File: src/rtl/cp0_regfile.sv
// CP0 register file: Status, Cause, EPC, Count, Compare plus timer pending flag.
// Handles mfc0/mtc0, exception entry and ERET, and drives the PC redirect target.
module cp0_regfile #(
  parameter logic [31:0] EXC_VECTOR = 32'h0040_0004,
  parameter logic [31:0] STATUS_RST = 32'h0000_0001,
  parameter int          ST_SHIFT   = 5
) (
  input  logic        clk,
  input  logic        rst_n,
  input  logic [31:0] pc,
  input  logic        mfc0,
  input  logic        mtc0,
  input  logic        wsta,
  input  logic        wcau,
  input  logic        wepc,
  input  logic        exception,
  input  logic        eret,
  input  logic [4:0]  addr,
  input  logic [31:0] wdata,
  input  logic [31:0] cause_in,
  output logic [31:0] rdata,
  output logic [31:0] status,
  output logic [31:0] exc_addr,
  output logic        redirect,
  output logic        timer_irq
);

  localparam logic [4:0] A_COUNT   = 5'd9;
  localparam logic [4:0] A_COMPARE = 5'd11;
  localparam logic [4:0] A_STATUS  = 5'd12;
  localparam logic [4:0] A_CAUSE   = 5'd13;
  localparam logic [4:0] A_EPC     = 5'd14;

  logic [31:0] cause;
  logic [31:0] epc;
  logic [31:0] count;
  logic [31:0] compare;
  logic        pending;
  logic [31:0] cause_nxt;
  logic [31:0] cause_rd;
  logic        wr_compare;
  logic        timer_hit;

  // Bit 15 of Cause always mirrors the live pending flag, both on capture and readback.
  always_comb begin
    cause_nxt     = cause_in;
    cause_nxt[15] = pending;
    cause_rd      = cause;
    cause_rd[15]  = pending;
  end

  assign wr_compare = mtc0 && (addr == A_COMPARE);
  assign timer_hit  = (count == compare) && (compare != 32'd0);

  always_ff @(posedge clk) begin
    if (!rst_n) begin
      status  <= STATUS_RST;
      cause   <= 32'd0;
      epc     <= 32'd0;
      count   <= 32'd0;
      compare <= 32'd0;
      pending <= 1'b0;
    end else begin
      if (exception && wsta)                        status <= status << ST_SHIFT;
      else if (eret && wsta)                        status <= status >> ST_SHIFT;
      else if (mtc0 && wsta && (addr == A_STATUS))  status <= wdata;

      if (exception && wcau)                        cause <= cause_nxt;
      else if (mtc0 && wcau && (addr == A_CAUSE))   cause <= wdata;

      if (exception && wepc)                        epc <= pc;
      else if (mtc0 && wepc && (addr == A_EPC))     epc <= wdata;

      if (mtc0 && (addr == A_COUNT)) count <= wdata;
      else                           count <= count + 32'd1;

      if (wr_compare) compare <= wdata;

      // A Compare write clears pending even if the timer matches in the same cycle.
      if (wr_compare)     pending <= 1'b0;
      else if (timer_hit) pending <= 1'b1;
    end
  end

  always_comb begin
    rdata = 32'd0;
    if (mfc0) begin
      case (addr)
        A_COUNT:   rdata = count;
        A_COMPARE: rdata = compare;
        A_STATUS:  rdata = status;
        A_CAUSE:   rdata = cause_rd;
        A_EPC:     rdata = epc;
        default:   rdata = 32'd0;
      endcase
    end
  end

  assign redirect  = exception | eret;
  assign exc_addr  = exception ? EXC_VECTOR : (eret ? epc : 32'd0);
  assign timer_irq = pending & status[0] & status[15];

endmodule

File: config.mk
export PLATFORM = sky130hd
export DESIGN_NAME = cp0_regfile
export DESIGN_NICKNAME = d
export VERILOG_FILES = /design/src/rtl/cp0_regfile.sv
export SDC_FILE = /design/constraint.sdc
export NUM_CORES = 1
export LEC_CHECK = 0
export CORE_ASPECT_RATIO = 0.9
export CORE_MARGIN = 8
export CORE_UTILIZATION = 30
export CTS_CLUSTER_DIAMETER = 100
export CTS_CLUSTER_SIZE = 8
export DETAILED_ROUTE_END_ITERATION = 12
export PLACE_DENSITY = 0.5
export RECOVER_POWER = 100
export REMOVE_ABC_BUFFERS = 1
export SKIP_CTS_REPAIR_TIMING = 1
export SYNTH_ARGS = -nofsm -noshare
export SYNTH_HDL_FRONTEND = slang
export SYNTH_SLANG_ARGS = --single-unit
File: constraint.sdc
create_clock -name clk -period 2.9 [get_ports clk]
set_input_delay 0.725 -clock clk [delete_from_list [all_inputs] [get_ports clk]]
set_output_delay 0.725 -clock clk [all_outputs]
set_load 0.01 [all_outputs]
==> impl_metrics.yaml, run 1 <==
grt:
  grt.overflow.total: 0
  antenna_found_initial: 0
  grt_max_degree: 81
  grt_pass1_vias: 9404
  grt.total_usage: 0.223
  grt_pass1_wl_um: 61900
clock_tree:
  cts.sinks: 160
  insertion_delay_ns: 0.43
  cts.htree.levels: 4
  root_buffer: "clkbuf_16"
  clkTransAtPathRegs_ns: 0.07
  cts_tree: "built"
  numCtsBuffers: 17
  cts.path.max_buffers: 2
synth:
  synth-compound-area-share: 0.247
  synth_common_cells: "160 x dfxtp_1, 133 x nor2_1, 113 x nand2_1, 86 x nand3_1, 85 x a21oi_1"
  netlist_top_cells_area: "dfxtp_1 36%, nor2_1 5.5%, xor2_1 5.2%, nand3_1 4.8%, a21oi_1 4.7%"
  synth_most_common_cell: "dfxtp_1"
  synthDistinctLibCells: 53
  syn_inst: 1099
  synth_top_family_by_area: "compound AO/OA/AOI/OAI gates"
  avgSynthCellArea_um2: 8.21
  synth_edf_count: 0
  synth_ff_type: "dfxtp_1"
  yosys.area.top_type: "dfxtp_1"
  yosys_warnings: 0
  async_flop_share: 0
  netlist_area_um2: 9020
  ys_seq_area_frac: 0.355
  synth-seq-cells: 160
  synth_adder_area_share: 0.00139
  synthMuxAreaShare: 0.0517
  synth_xor_area_frac: 0.0602
  synthSimpleGateAreaFrac: 0.228
  synthDominantCellAreaShare: 0.355
drt:
  drtAntennaViolNets: 0
  avgRoutedWirePerCell_um: 24.6
  dr.pass1.iters: 6
  drc_errors: 0
  drt_wl_total_um: 41900
  first_iter_violations: 1002
  vias: 9533
  vias_per_cell: 5.59
worst_setup_path:
  crit_end: "rdata[17]"
  r2r_start: "count[6]"
  worstSetupStartpoint: "addr[0]"
  cp_max_fo: 4
  worstSetupEndpointType: "primary output"
  cpLargestDelayFamily: "compound AO/OA/AOI/OAI gates"
  startpoint_type: "input pin"
  path_depth: 7
  regToRegSetupSlack_ns: 0.76
  worstSetupPathType: "input pin to primary output"
  critPathRequiredTime_ns: 2.17
  crit_slowest_cell: "a222oi_1"
  cp_slowest_stage_delay_ns: 0.63
  worstPathCellList: "buf_8, nor2b_4, and3_4, clkbuf_16, a222oi_1, a21oi_1, buf_2"
  arrival_ns: 2.31
  crit_buf_inv: 3
  r2r-end: "count[22]"
  ff2ff_path_depth: 5
cells_and_area:
  fillCellCount: 3024
  area_growth_pct: 41.1
  nets: 1402
  n_antenna_cell: 0
  final_cells: 1705
  design_area_um2: 12700
  drive_above_1_share: 0.137
min_path:
  min_path_type: "flop to flop"
power:
  p_leak_nw: 5.86
  finalPower_w: 0.00566
  power_density_nw_per_um2: 445
  max-vdd-ir-drop_v: 0.000414
floorplan:
  initial_core_util: 0.303
  die_h_um: 181
  placementRows: 60
  die_w_um: 199
  die_area_um2: 35900
  io_pins: 208
  design.core.area_um2: 29700
timing:
  final-hold-violation-count: 0
  tns_ns: -0.137
  final_max_slew_viol_count: 0
  setup_viol: 1
  skew_ns: 0.0146
  timing.fmax_mhz: 329
  tightest_slew_ns: 1.11
  slew_headroom: 0.257
  min_period_ns: 3.04
  grt_setup_unrepaired: "yes"
  fin_ws_ns: -0.137
  finalCritPeriodShare: 1.05
place:
  gp_congestion: 0.930
  portBuffers: 206
  postPlaceCellArea_um2: 11700
  dp_cells: 1662
  dp_hpwl_um: 29500
outcome:
  status: "complete, but fails checks"
  violations: "negative setup slack"
flow_run:
  max_cap_viol_count: 0
==> metrics by stage <==
stage | setup slack (ns) | util | hold slack (ns)
detailed placement | -0.938 | 0.395 | 0.493
global route | -0.131 | 0.428 | 0.520
global placement | -0.881 | 0.395 | 0.487
finish | -0.137 | 0.428 | 0.499
CTS | -0.948 | 0.415 | 0.502
floorplan | -1.12 | - | 0.473
==> layer usage <==
metal	track usage	wire, um	up-vias
met5	0	0	-
met4	0.0427	378	0
met3	0.0411	2860	21
met2	0.338	18500	395
met1	0.325	20200	4676
li1	-	-	4441
==> cells by family (layout without fill, tap and decap cells) <==
kind of cell               Yosys count  after routing
and+or+nand+nor                    435            435
AOI/OAI and AO/OA                  281            281
DFF                                160            160
buffers and inverters              114            317
xor gates and xnor gates            62             62
muxes                               46             46
adders and majority gates            1              1
==> cell usage in the layout (no fill, tap or decap), types with 32 or more instances in the layout <==
cell type        instances
and2_1                  33
nand3_1                 86
mux2i_1                 41
a22oi_1                 32
dlymetal6s2s_1          57
dfxtp_1                160
a222oi_1                32
nor2_1                 133
a311oi_1                35
buf_4                   48
nand2_1                112
a21oi_1                 82
clkdlybuf4s50_1        136
xor2_1                  54
==> worst min-delay path, stage by stage, from the launching register on <==
cell and delay, ns:
dfxtp_1 0.31, nor2_1 0.09, a311oi_1 0.05
==> registers in the layout (all words and copies together), names as in the netlist <==
signal	cells
epc	32
count	32
compare	32
cause	31
pending	1
status	32
==> worst min path at each step <==
| stage | start | slack (ns) | endpoint | cells past startpoint |
|---|---|---|---|---|
| 3_3_place_gp | cause[31] | 0.49 | cause[31] | 2 |
| 2_1_floorplan | compare[6] | 0.47 | compare[6] | 2 |
| 6_report | cause[27] | 0.50 | cause[27] | 2 |
| 5_1_grt | cause[11] | 0.52 | cause[11] | 2 |
| 4_1_cts | cause[27] | 0.50 | cause[27] | 2 |
| 3_5_place_dp | cause[27] | 0.49 | cause[27] | 2 |
==> cell type report <==
type                            instances  area (um2)  share of cell area
Multi-Input combinational cell        825        5380               0.423
Inverter                                5        21.3             0.00167
Tap cell                              403         504              0.0396
Timing Repair Buffer                  282        3030               0.238
Clock buffer                           20         457              0.0359
Sequential cell                       160        3200               0.252
Clock inverter                         10         138              0.0108
==> power breakdown <==
part	switching, W	total [W]	internal (W)
clock network	0.000965	0.00236	0.00139
registers	0.000113	0.00241	0.00229
logic	0.000480	0.000895	0.000415
Power figures use the tool's default switching activity.
==> run 2: changes to the inputs <==
--- a/config.mk
+++ b/config.mk
@@ -11,10 +11,12 @@
 export CTS_CLUSTER_DIAMETER = 100
 export CTS_CLUSTER_SIZE = 8
 export DETAILED_ROUTE_END_ITERATION = 12
+export GPL_TIMING_DRIVEN = 1
 export PLACE_DENSITY = 0.5
 export RECOVER_POWER = 100
 export REMOVE_ABC_BUFFERS = 1
 export SKIP_CTS_REPAIR_TIMING = 1
+export SLEW_MARGIN = 15
 export SYNTH_ARGS = -nofsm -noshare
 export SYNTH_HDL_FRONTEND = slang
 export SYNTH_SLANG_ARGS = --single-unit
==> results of run 2 <==
The final DEF is identical to that of run 1; final timing and power are the same.
==> run 3: changes to the inputs <==
--- a/config.mk
+++ b/config.mk
@@ -5,7 +5,7 @@
 export SDC_FILE = /design/constraint.sdc
 export NUM_CORES = 1
 export LEC_CHECK = 0
-export CORE_ASPECT_RATIO = 0.9
+export CAP_MARGIN = 30
 export CORE_MARGIN = 8
 export CORE_UTILIZATION = 30
 export CTS_CLUSTER_DIAMETER = 100
@@ -14,7 +14,6 @@
 export GPL_TIMING_DRIVEN = 1
 export PLACE_DENSITY = 0.5
 export RECOVER_POWER = 100
-export REMOVE_ABC_BUFFERS = 1
 export SKIP_CTS_REPAIR_TIMING = 1
 export SLEW_MARGIN = 15
 export SYNTH_ARGS = -nofsm -noshare
==> run 3 against run 2 <==
Against the previous run: the flow still finishes with violations (negative setup slack); critical path type unchanged; global-route usage is 0.16 points higher; register-to-register slack got worse by 0.05 ns; largest power group unchanged; non-clock buffer count up 8; via count rose by 1.6%; cell area fell by 2.2%; fmax is 1.9% higher; critical path depth rose by 1; sequential share of layout area rose by 0.56 points; sequential power hardly changed; clock skew shrank 0.0050 ns; sequential cell count stayed put.
==> impl_metrics.yaml, run 3 (synthesis gave the netlist of run 1 again) <==
outcome:
  status: "complete, but fails checks"
  violations: "negative setup slack"
drt:
  drc_errors: 0
  vias: 9684
  vias_per_cell: 5.68
  drtAntennaViolNets: 0
  avgRoutedWirePerCell_um: 24.8
  drt_wl_total_um: 42300
  dr.pass1.iters: 8
  first_iter_violations: 1026
timing:
  finalCritPeriodShare: 1.03
  setup_viol: 3
  timing.fmax_mhz: 336
  skew_ns: 0.00956
  min_period_ns: 2.98
  final-hold-violation-count: 0
  whs_ns: 0.500
  tightest_slew_ns: 1.23
  fin_ws_ns: -0.0803
  final_max_slew_viol_count: 0
  slew_headroom: 0.183
  grt_setup_unrepaired: "yes"
power:
  switching_share: 0.304
  power.switching_w: 0.00166
  finalPower_w: 0.00547
  p_int_w: 0.00381
  pwr-share-seq: 0.440
  p_comb_frac: 0.159
  clock_power_share: 0.401
  p_leak_nw: 5.45
  max-vdd-ir-drop_v: 0.000369
  power_density_nw_per_um2: 440
worst_setup_path:
  path_depth: 8
  crit_slowest_cell: "a222oi_1"
  arrival_ns: 2.26
  worstPathCellList: "buf_6, nor2b_4, nor3b_4, buf_6, clkbuf_16, a222oi_1, a21oi_1, clkbuf_2"
  cp_max_fo: 9
  crit_buf_inv: 4
  regToRegSetupSlack_ns: 0.71
  worstSetupEndpointType: "primary output"
  critPathRequiredTime_ns: 2.17
  worstSetupStartpoint: "addr[0]"
  startpoint_type: "input pin"
  worstSetupPathType: "input pin to primary output"
  ff2ff_path_depth: 5
  r2r_start: "count[9]"
  r2r-end: "count[31]"
  cpLargestDelayFamily: "compound AO/OA/AOI/OAI gates"
  cp_slowest_stage_delay_ns: 0.55
  crit_top_cell: "buf_6"
  crit_end: "rdata[2]"
floorplan:
  die_area_um2: 35900
  io_pins: 208
  design.core.area_um2: 29600
  die_h_um: 189
  placementRows: 63
  die_w_um: 189
  initial_core_util: 0.304
synth:
  syn_nets: 1210
cells_and_area:
  layout_commonest_cell: "dfxtp_1"
  drive_above_1_share: 0.151
  final_util: 0.420
  nets: 1412
  design_area_um2: 12400
  mostFrequentLayoutCells: "160 x dfxtp_1, 133 x nor2_1, 111 x nand2_1, 102 x clkdlybuf4s50_1, 86 x nand3_1"
  area_growth_pct: 38.0
clock_tree:
  clkTransAtPathRegs_ns: 0.07
  cts.path.max_buffers: 2
  cts.htree.levels: 4
  insertion_delay_ns: 0.44
  numCtsBuffers: 17
  cts.sinks: 160
  cts_tree: "built"
  root_buffer: "clkbuf_16"
grt:
  grt.total_usage: 0.225
  grt_pass1_wl_um: 61400
  grt.overflow.total: 0
  antenna_found_initial: 3
  grt_max_degree: 83
  grt_pass1_vias: 9480
place:
  gp_congestion: 0.844
  portBuffers: 206
  postPlaceCellArea_um2: 11900
  dp_hpwl_um: 31000
flow_run:
  max_cap_viol_count: 0
min_path:
  min_path_type: "flop to flop"
==> run 3: power by group through the flow <==
stage               combinational (W)  sequential [W]  clock [W]
finish                       0.000872         0.00241    0.00219
global route                 0.000938         0.00242    0.00231
CTS                          0.000878         0.00240    0.00221
detailed placement           0.000876         0.00245          0
global placement             0.000869         0.00246          0
floorplan                    0.000427         0.00241          0
==> run 3: worst min path at each step <==
stage / startpoint / endpoint / depth (start not counted)
CTS: cause[16] / cause[16] / 2
floorplan: compare[6] / compare[6] / 2
global route: cause[14] / cause[14] / 2
detailed placement: cause[16] / cause[16] / 2
global placement: cause[20] / cause[20] / 2
finish: cause[16] / cause[16] / 2
==> run 3: area by class of cell <==
cell class	instances	area [um2]
timing repair buffer	290	2780
sequential	160	3200
clock buffer	18	429
inverter	5	21.3
fill	3087	17200
multi-input combinational	827	5400
tap	390	488
antenna	1	2.50
clock inverter	14	120
==> run 3: per-stage QoR <==
stage               instances  setup WS [ns]  TNS [ns]
global route             1705        -0.0846     -1.35
floorplan                1099          0.238         0
finish                   1705        -0.0803    -0.152
CTS                      1696         -0.802    -28.29
detailed placement       1664         -0.805    -29.64
global placement         1664         -0.777    -29.29
==> run 3: routing by layer <==
layer,share of wire,routed length [um],vias to the layer above,GRT usage
li1,-,-,4473,-
met1,0.44,18700,4721,0.304
met2,0.46,19400,419,0.355
met3,0.075,3160,67,0.0497
met4,0.023,957,4,0.0607
met5,0.00052,22,-,0
==> run 3: tightest hold or removal path, delay by kind of cell, from the launching register on <==
family           cells  cell delay, ns
flip-flops           1            0.31
AO/OA/AOI/OAI        1            0.05
AND/OR/NAND/NOR      1            0.09
